[config.mk]
export PLATFORM = sky130hd
export DESIGN_NAME = cpumemcopy
export DESIGN_NICKNAME = d
export VERILOG_FILES = /design/src/rtl/common_types.sv /design/src/rtl/cpumemcopy.sv
export SDC_FILE = /design/constraint.sdc
export NUM_CORES = 1
export LEC_CHECK = 0
export CELL_PAD_IN_SITES_DETAIL_PLACEMENT = 0
export CELL_PAD_IN_SITES_GLOBAL_PLACEMENT = 1
export CORE_ASPECT_RATIO = 1.2
export CORE_MARGIN = 4
export CORE_UTILIZATION = 36
export CTS_BUF_LIST = sky130_fd_sc_hd__clkbuf_2 sky130_fd_sc_hd__clkbuf_4 sky130_fd_sc_hd__clkbuf_8
export DETAILED_ROUTE_END_ITERATION = 10
export PLACE_DENSITY = 0.79
export SLEW_MARGIN = 0
export SYNTH_ARGS = -nofsm -noshare
export SYNTH_HDL_FRONTEND = slang
export SYNTH_SLANG_ARGS = --single-unit
[constraint.sdc]
create_clock -name clk -period 2.5 [get_ports clk]
set_clock_uncertainty 0.2 [all_clocks]
set_input_delay 0.25 -clock clk [delete_from_list [all_inputs] [get_ports clk]]
set_output_delay 0.25 -clock clk [all_outputs]
set_load 0.03 [all_outputs]
[src/rtl/common_types.sv]
// rtl/common_types.sv - shared bus and state types for the CPU memory port and its initiators
package common_types;

   localparam int ADDR_W = 12;
   localparam int DATA_W = 8;

   typedef logic [ADDR_W-1:0] addr_t;
   typedef logic [DATA_W-1:0] data_t;

   typedef enum logic {
      MW_READ  = 1'b0,
      MW_WRITE = 1'b1
   } mw_t;

   typedef enum logic [1:0] {
      ST_IDLE,
      ST_READ,
      ST_WRITE,
      ST_DONE
   } memcopy_state_t;

endpackage

[src/rtl/cpumemcopy.sv]
// rtl/cpumemcopy.sv - byte-serial block copy engine acting as cpumemory bus initiator
// Build option MEMCOPY_FILL_EN adds a fill mode (fill, fill_value ports); default build is copy only.
module cpumemcopy
   import common_types::*;
(
   input  logic   clk,
   input  logic   reset_n,
   input  logic   start,
   input  addr_t  src,
   input  addr_t  dst,
   input  addr_t  len,
   output logic   busy,
   output logic   done,
   output mw_t    mw,
   output addr_t  mem_addr,
   output data_t  mem_wdata,
   input  data_t  mem_rdata
`ifdef MEMCOPY_FILL_EN
   ,
   input  logic   fill,
   input  data_t  fill_value
`endif
);

   memcopy_state_t state, state_nxt;
   addr_t          src_ptr, dst_ptr, remaining;
   logic           fill_mode;
   logic           start_fill;
   data_t          fill_byte;

`ifdef MEMCOPY_FILL_EN
   assign start_fill = fill;

   always_ff @(posedge clk) begin
      if (!reset_n) begin
         fill_mode <= 1'b0;
         fill_byte <= '0;
      end else if (state == ST_IDLE && start) begin
         fill_mode <= fill;
         fill_byte <= fill_value;
      end
   end
`else
   assign start_fill = 1'b0;
   assign fill_mode  = 1'b0;
   assign fill_byte  = '0;
`endif

   always_ff @(posedge clk) begin
      if (!reset_n) begin
         state     <= ST_IDLE;
         src_ptr   <= '0;
         dst_ptr   <= '0;
         remaining <= '0;
      end else begin
         state <= state_nxt;
         case (state)
            ST_IDLE: begin
               if (start) begin
                  src_ptr   <= src;
                  dst_ptr   <= dst;
                  remaining <= len;
               end
            end
            // Pointers wrap naturally at the address width.
            ST_WRITE: begin
               src_ptr   <= src_ptr + addr_t'(1);
               dst_ptr   <= dst_ptr + addr_t'(1);
               remaining <= remaining - addr_t'(1);
            end
            default: ;
         endcase
      end
   end

   always_comb begin
      state_nxt = state;
      busy      = 1'b0;
      done      = 1'b0;
      mw        = MW_READ;
      mem_addr  = '0;
      mem_wdata = '0;
      case (state)
         ST_IDLE: begin
            if (start) begin
               if (len == '0)
                  state_nxt = ST_DONE;
               else if (start_fill)
                  state_nxt = ST_WRITE;
               else
                  state_nxt = ST_READ;
            end
         end
         ST_READ: begin
            busy      = 1'b1;
            mem_addr  = src_ptr;
            state_nxt = ST_WRITE;
         end
         ST_WRITE: begin
            busy      = 1'b1;
            mw        = MW_WRITE;
            mem_addr  = dst_ptr;
            mem_wdata = fill_mode ? fill_byte : mem_rdata;
            // Decision uses the count before this write's decrement.
            if (remaining == addr_t'(1))
               state_nxt = ST_DONE;
            else if (fill_mode)
               state_nxt = ST_WRITE;
            else
               state_nxt = ST_READ;
         end
         ST_DONE: begin
            done      = 1'b1;
            state_nxt = ST_IDLE;
         end
         default: state_nxt = ST_IDLE;
      endcase
   end

endmodule

After elaboration in Yosys (flattened, before gate mapping)

Cells that the tools add are included.

Add/subtract/negate cells: 3
Equal/unequal tests: 5
Mux-type cells: 15
Reduce and logical (&&, ||, !) cells: 5

Operators with widths:

| kind                                                                  | count |
|---|---|
| 12-bit one-hot mux with 2 select lines                                | 4 |
| 12-bit two-way mux                                                    | 3 |
| 12-bit by 1-bit adder with 12-bit output (second input constant)      | 2 |
| 12-bit by 1-bit == test with 1-bit output (second input constant)     | 1 |
| 12-bit zero test                                                      | 1 |
| 12-bit by 1-bit subtractor with 12-bit output (second input constant) | 1 |
| 8-bit two-way mux                                                     | 1 |
| 2-bit one-hot mux with 4 select lines                                 | 1 |
| 2-bit two-way mux                                                     | 3 |
| 2-bit == test (second input constant)                                 | 2 |
| 1-bit two-way mux                                                     | 3 |
| 2-bit by 1-bit == test with 1-bit output (second input constant)      | 1 |
| 2-bit zero test                                                       | 1 |
| 2-bit != test (second input constant)                                 | 1 |
| 2-bit AND reduction                                                   | 1 |
| 2-bit nonzero test                                                    | 1 |
| 2-bit OR reduction                                                    | 1 |

Bits in registers: 38
Input bits: 47
Output and inout port bits: 23
Logic and storage cells: 32

Logic depth before layout (Yosys ltp)

Gate-level depths: netlist (run 1).

Word-level depth: 4
Gate-level depth with buffers: 9
Mapped depth without buffers: 6

Least setup slack after synthesis (run 1)

Ideal clock, no wire load.

Kind: reg2out
From: reg state[0]
To: out mem_addr[0]
Arrival time: 2095 ps
Required time: 2050 ps
Slack: -45 ps
Cell stages (with the launch flop): 8
Path buffers: 3
Path through: dfxtp_1 -> inv_1 -> ha_1 -> clkbuf_2 -> clkbuf_1 -> clkbuf_1 -> a22oi_1 -> nor2b_1

Cells in the longest elaborated chain, start to end: 2
Elaborated cells on any way between the ends: 3
Those cells by class: eq/ne: 2; mux: 1

Ends and longest elaborated chain:

| what                                                                      | RTL line         | RTL |
|---|---|---|
| from (decl)                                                               | cpumemcopy.sv:25 | `memcopy_state_t state, state_nxt;` |
| from (signal assigned)                                                    | cpumemcopy.sv:56 | `state <= state_nxt;` |
| 2-bit == test or 2-bit by 1-bit == test with 1-bit output (tied branches) | cpumemcopy.sv:83 | `case (state)` |
| 12-bit one-hot mux with 2 select lines *                                  | cpumemcopy.sv:83 |  |
| to (decl)                                                                 | cpumemcopy.sv:15 | `output addr_t mem_addr,` |

Every way passes the cells marked *; elsewhere a longest branch is shown, timed or not.

Final worst setup path (run 1)

From: reg state[0]
To: out mem_wdata[4]

Cells in the longest elaborated chain, start to end: 2

Ends and longest elaborated chain:

| what              | RTL line         | RTL |
|---|---|---|
| 2-bit == test     | cpumemcopy.sv:83 |  |
| 8-bit two-way mux | cpumemcopy.sv:83 |  |
| to (decl)         | cpumemcopy.sv:16 | `output data_t mem_wdata,` |

Every way passes these cells.

==> results.ini, run 1 <==
[floorplanning]
floorplan.die_area_um2=8925
placement_rows=34
num_io_pins=70
die_extent_in_y_um=102.7
start_util=0.3698
core_um2=7274
die_width_um=86.91

[synthesis]
synth_cell_area_um2=2690
yosys.cell_types.count=61
syn-instance-count=348
synth_enable_flop_cells=0
ys_async_sr_fraction=0
postSynthNetCount=403
synth-main-ff-cell=dfxtp_1
yosysWarningCount=0
synth-seq-area-share=0.2828
total_of_flip_flops_plus_latches_after_synthesis=38
postSynthAreaPerCell_um2=7.730

[final_layout]
layout_cell_area_excl_fill_um2=3581
post_layout_nonfiller_instances=501
syn_to_final_growth_pct=33.12
share_of_post_route_cells_with_drive_strength_above_1=0.1509
num_antenna_cells=0
layout_common_cells=clkdlybuf4s50_1 (57), dfxtp_1 (38), nor2_1 (30), a21oi_1 (27), nand2_1 (26)
layout.cells.most_common=clkdlybuf4s50_1
layout.nets=466

[grt]
grt-ovfl-total=0
use_met2=0.3063
grt_use_total=0.1884
globalRoute.busiestLayer=met2
first_global_vias=2704
grt_max_degree=55
grt_pass1_wl_um=13570
grt_use_met1=0.2556
antenna_found_initial=0
global_route_track_usage_on_met3=0.03197

[power_and_ir_drop]
vdd_ir_drop_max_mv=0.5946
power_density_of_the_placed_cells_nw_per_um2=1123
p_leak_uw=0.001247

[run]
timing.max_cap.violations=0

[sta]
hold_ws_ns=0.2832
relSlewSlack=0.6173
max_slew_violation_count=0
final_min_period_over_clock_period=0.9476
fin_crit_ns=2.369
hold_viol=0
worst_slew_pin_slew_ns=0.5741
timing.setup.tns_ns=0
final_count_of_negative_setup_slack_endpoints=0
timing.fmax_mhz=422.1
unrepaired_setup_endpoints_after_global_routing=false

[clocking]
cts.repair_timing.setup_buffer_count=0
tritoncts_clock_tree=built
tritoncts.num_buffers=5
ctsResizeCount=0
cts.htree.levels=2
root_buffer_cell=clkbuf_8
clk_path_buf_depth=2
tritoncts_num_sinks=38
path_clk_slew_ns=0.08
cts_hold_repair.buffers=0
clock_insertion_delay_worst_skew_ns=0.29

[critical_path]
kind_of_start_point_of_the_critical_path=register
largest_incremental_delay_on_the_critical_path_ns=0.66
cell_family_with_most_cp_delay=buffers and inverters
critical_path.slowest_cell=clkdlybuf4s50_1
critical_path.endpoint_type=output pin
critical_path_arrival_ns=1.92
worst-path-max-fanout=16
worst_ep_required_time_ns=2.05
worst-path-buf-inv=2
critical_path.cell_chain=inv_1 > ha_2 > and2_1 > clkdlybuf4s50_1
crit_type=reg -> out

[worst_hold_path]
worst_hold_path_type=reg -> reg

[placement]
detailedPlacementHpwl_um=5998
port_buffers=69
placed_area_um2=3497
placedCellCount=494
place.gp.congestion=0.8303

[detailed_routing]
num_vias=2904
routed_via_density=5.796
postRouteAntennaNets=0
wl_per_cell_um=16.68
wl_um=8357
detail_route.drc_violations=0
firstDrtPassIters=5
drt_iter0_markers=160

[status]
run_status=completed

-- through the flow --
stage / utilization / power (µW) / worst slack [ns]
floorplan: - / 2796 / 0.06439
global placement: 0.4807 / 3554 / 0.3918
detailed placement: 0.4807 / 3580 / 0.3200
CTS: 0.4923 / 4023 / 0.1143
global route: 0.4923 / 4339 / 0.01666
finish: 0.4923 / 4020 / 0.1310
-- power breakdown --
part           internal [µW]  switching, µW
sequential               846            308
clock                    214            229
combinational           1070           1350
-- cells in the mapped netlist (3+ instances only) --
master,count,area (µm²)
dfxtp_1,38,760.7
nor2_1,30,112.6
a21oi_1,27,135.1
nand2_1,26,97.59
a22oi_1,17,127.6
nor2b_1,17,106.4
clkbuf_1,15,56.30
o21ai_0,15,75.07
nand3_1,13,65.06
nand4_1,10,62.56
and2_1,8,50.05
ha_1,8,100.1
nor3_1,8,40.04
inv_1,7,26.28
nor4_1,7,43.79
buf_2,6,30.03
a211oi_1,5,37.54
o22ai_1,5,31.28
a31oi_1,4,25.02
and3_1,4,25.02
and4_1,4,35.03
mux2_2,4,45.04
mux2i_1,4,40.04
o211ai_1,4,30.03
o221a_2,4,45.04
a21o_1,3,22.52
a311oi_1,3,26.28
nand2b_1,3,18.77
nand3b_1,3,22.52
or3_1,3,18.77
or4_1,3,22.52
-- cell type report --
cell class,count,area [µm²]
Clock buffer,7,83.83
Sequential cell,38,760.7
Timing Repair Buffer,84,810.8
Tap cell,90,112.6
Fill cell,737,3694
Multi-Input combinational cell,273,1779
Inverter,9,33.78
-- worst min-delay path: cells and delay by family, from the launching register on --
kind / cells / cell delay [ns]
DFF: 1 / 0.32
AOI/OAI and AO/OA: 1 / 0.07
and+or+nand+nor: 1 / 0.05
-- cells by family after synthesis --
logic type | Yosys count | share of synthesized area
multiplexers | 8 | 0.03163
flip-flops | 38 | 0.2828
adder cells (fa/ha/maj) | 8 | 0.03721
AND/OR/NAND/NOR | 148 | 0.3028
buffers and inverters | 37 | 0.06744
XOR/XNOR | 1 | 0.003256
AO/OA/AOI/OAI | 108 | 0.2749
-- registers in the layout, indices dropped and copies added, names as in the netlist --
name	cells
src_ptr	12
state	2
dst_ptr	12
remaining	12
-- per-layer routing --
metal / up-vias / wire length [µm]
met3: 8 / 477
met4: 0 / 124
met1: 1372 / 3826
met5: - / 0
li1: 1441 / -
met2: 83 / 3929
-- final timing paths --
check	startpoint	to	slack (ns)	depth (start not counted)
min reg2reg	remaining[8]	remaining[8]	0.28	2
max	state[0]	mem_wdata[4]	0.13	4
min	remaining[8]	remaining[8]	0.28	2
max reg2reg	state[1]	remaining[9]	0.31	7
Power figures use the tool's default switching activity.
==> inputs of run 2 (changes only) <==
--- a/config.mk
+++ b/config.mk
@@ -12,8 +12,9 @@
 export CORE_UTILIZATION = 36
 export CTS_BUF_LIST = sky130_fd_sc_hd__clkbuf_2 sky130_fd_sc_hd__clkbuf_4 sky130_fd_sc_hd__clkbuf_8
 export DETAILED_ROUTE_END_ITERATION = 10
+export GPL_ROUTABILITY_DRIVEN = 0
 export PLACE_DENSITY = 0.79
-export SLEW_MARGIN = 0
+export SLEW_MARGIN = 20
 export SYNTH_ARGS = -nofsm -noshare
 export SYNTH_HDL_FRONTEND = slang
 export SYNTH_SLANG_ARGS = --single-unit
==> results of run 2 <==
The final DEF is identical to that of run 1; final timing and power are the same.
==> inputs of run 3 (changes only) <==
--- a/config.mk
+++ b/config.mk
@@ -14,6 +14,7 @@
 export DETAILED_ROUTE_END_ITERATION = 10
 export GPL_ROUTABILITY_DRIVEN = 0
 export PLACE_DENSITY = 0.79
+export SETUP_SLACK_MARGIN = 0.2
 export SLEW_MARGIN = 20
 export SYNTH_ARGS = -nofsm -noshare
 export SYNTH_HDL_FRONTEND = slang
==> constraint.sdc (replaced) <==
create_clock -name clk -period 2.5 [get_ports clk]
set_clock_uncertainty 0.2 [all_clocks]
set_input_delay 0.25 -clock clk [delete_from_list [all_inputs] [get_ports clk]]
set_output_delay 0.25 -clock clk [all_outputs]
set_load 0.1 [all_outputs]
==> run 3 against run 2 <==
Combinational power grew 36%. First-iteration DRC count fell by 8.8%. Count of clock-buffer cells in the layout decreased by 1. Sequential share of layout area is 2.5 points lower. Non-clock buffer count grew 1. Clock power is 50% higher. Largest cell class unchanged.
==> results.ini, run 3 (synthesis results as in run 1) <==
[grt]
antenna_found_initial=0
grt_max_degree=53
grt_pass1_wl_um=14370
grt_use_total=0.2009
grt-ovfl-total=0
first_global_vias=2784

[floorplanning]
die_extent_in_y_um=102.7
num_io_pins=70
placement_rows=34
floorplan.die_area_um2=8925
start_util=0.3698
die_width_um=86.91
core_um2=7274

[sta]
final_count_of_negative_setup_slack_endpoints=0
max_slew_violation_count=0
timing.fmax_mhz=449.9
postLayoutSetupSlackWorst_ns=0.2772
timing.setup.tns_ns=0
worst_slew_pin_slew_ns=0.4149
hold_ws_ns=0.2920
fin_crit_ns=2.223
final_min_period_over_clock_period=0.8891
unrepaired_setup_endpoints_after_global_routing=true
hold_viol=0
relSlewSlack=0.7228

[final_layout]
layout.nets=467
num_antenna_cells=0
top_regs=dst_ptr (12), remaining (12), src_ptr (12)
layout_common_cells=clkdlybuf4s50_1 (46), dfxtp_1 (37), nor2_1 (30), a21oi_1 (27), nand2_1 (26)
layout.cells.most_common=clkdlybuf4s50_1
layout_cell_area_excl_fill_um2=4058
share_of_post_route_cells_with_drive_strength_above_1=0.2470
syn_to_final_growth_pct=50.84

[placement]
placed_area_um2=3909
dp_slack_ns=0.3570
port_buffers=69
detailedPlacementHpwl_um=6433

[critical_path]
critical_path.startpoint=state[0]
ff2ff_path_depth=8
r2r-end=src_ptr[2]
rrSetupSlack_ns=0.42
crit_type=reg -> out
worst_ep_required_time_ns=2.05
kind_of_start_point_of_the_critical_path=register
critical_path_arrival_ns=1.77
worst-path-max-fanout=52
rr_startpoint=state[1]
critical_path.endpoint_type=output pin

[detailed_routing]
postRouteAntennaNets=0
detail_route.drc_violations=0
firstDrtPassIters=4
num_vias=2938
drt_iter0_markers=146
wl_per_cell_um=17.28
wl_um=8690
routed_via_density=5.841

[clocking]
root_buffer_cell=clkbuf_8
tritoncts_clock_tree=built
path_clk_slew_ns=0.08
tritoncts.num_buffers=5
tritoncts_num_sinks=38
cts.htree.levels=2
cts.repair_timing.setup_buffer_count=0
clk_path_buf_depth=2
cts_hold_repair.buffers=0
clock_insertion_delay_worst_skew_ns=0.29

[worst_hold_path]
worst_hold_path_type=reg -> reg
min_delay_path_depth=2
min_from=remaining[8]
worstHoldEndpoint=remaining[8]

[power_and_ir_drop]
p_leak_uw=0.001403
power.total_uw=5139
vdd_ir_drop_max_mv=1.167
power_density_of_the_placed_cells_nw_per_um2=1266

[status]
run_status=completed

[run]
timing.max_cap.violations=0

## run 3: critical path: stages (launching register included)
cell and delay [ns]:
dfxtp_2 0.35, inv_2 0.10, ha_4 0.24, buf_12 0.27
a22oi_2 0.14, nor2b_4 0.16, buf_12 0.18
## run 3: worst max-delay path by stage
stage | end | slack [ns] | cells after the start
floorplan | mem_addr[0] | 0.18 | 7
global placement | src_ptr[10] | 0.36 | 6
global route | mem_addr[8] | 0.19 | 6
finish | mem_addr[2] | 0.28 | 6
detailed placement | src_ptr[11] | 0.36 | 6
CTS | mem_addr[2] | 0.29 | 6
## run 3: through the flow
| step | utilization | instances |
|---|---|---|
| finish | 0.5578 | 503 |
| global route | 0.5578 | 503 |
| CTS | 0.5573 | 503 |
| detailed placement | 0.5373 | 495 |
| global placement | 0.5373 | 495 |
| floorplan | - | 348 |
## run 3: repair_timing
action	CTS	global route
gates resized for setup	1	1
setup endpoints to repair	12	3
cloned	0	0
## run 3: power breakdown
group / switching [µW] / total [µW] / internal, µW
Clock: 238 / 664 / 426
Combinational: 1910 / 3300 / 1390
Sequential: 327 / 1170 / 847
Total: 2480 / 5140 / 2660
## run 3: layer usage
| metal | GRT usage | part of all wire |
|---|---|---|
| met5 | 0 | 0 |
| met4 | 0.06954 | 0.020 |
| met3 | 0.03517 | 0.059 |
| met2 | 0.3372 | 0.49 |
| met1 | 0.2586 | 0.43 |
## run 3: final cells by class
type	instances	area [µm²]
clock buffers	6	82.58
clock inverters	2	60.06
fillers	652	3217
inverters	9	37.54
multi-input cells	273	1949
flip-flops and latches	38	762.0
well taps	90	112.6
repair buffers	85	1054
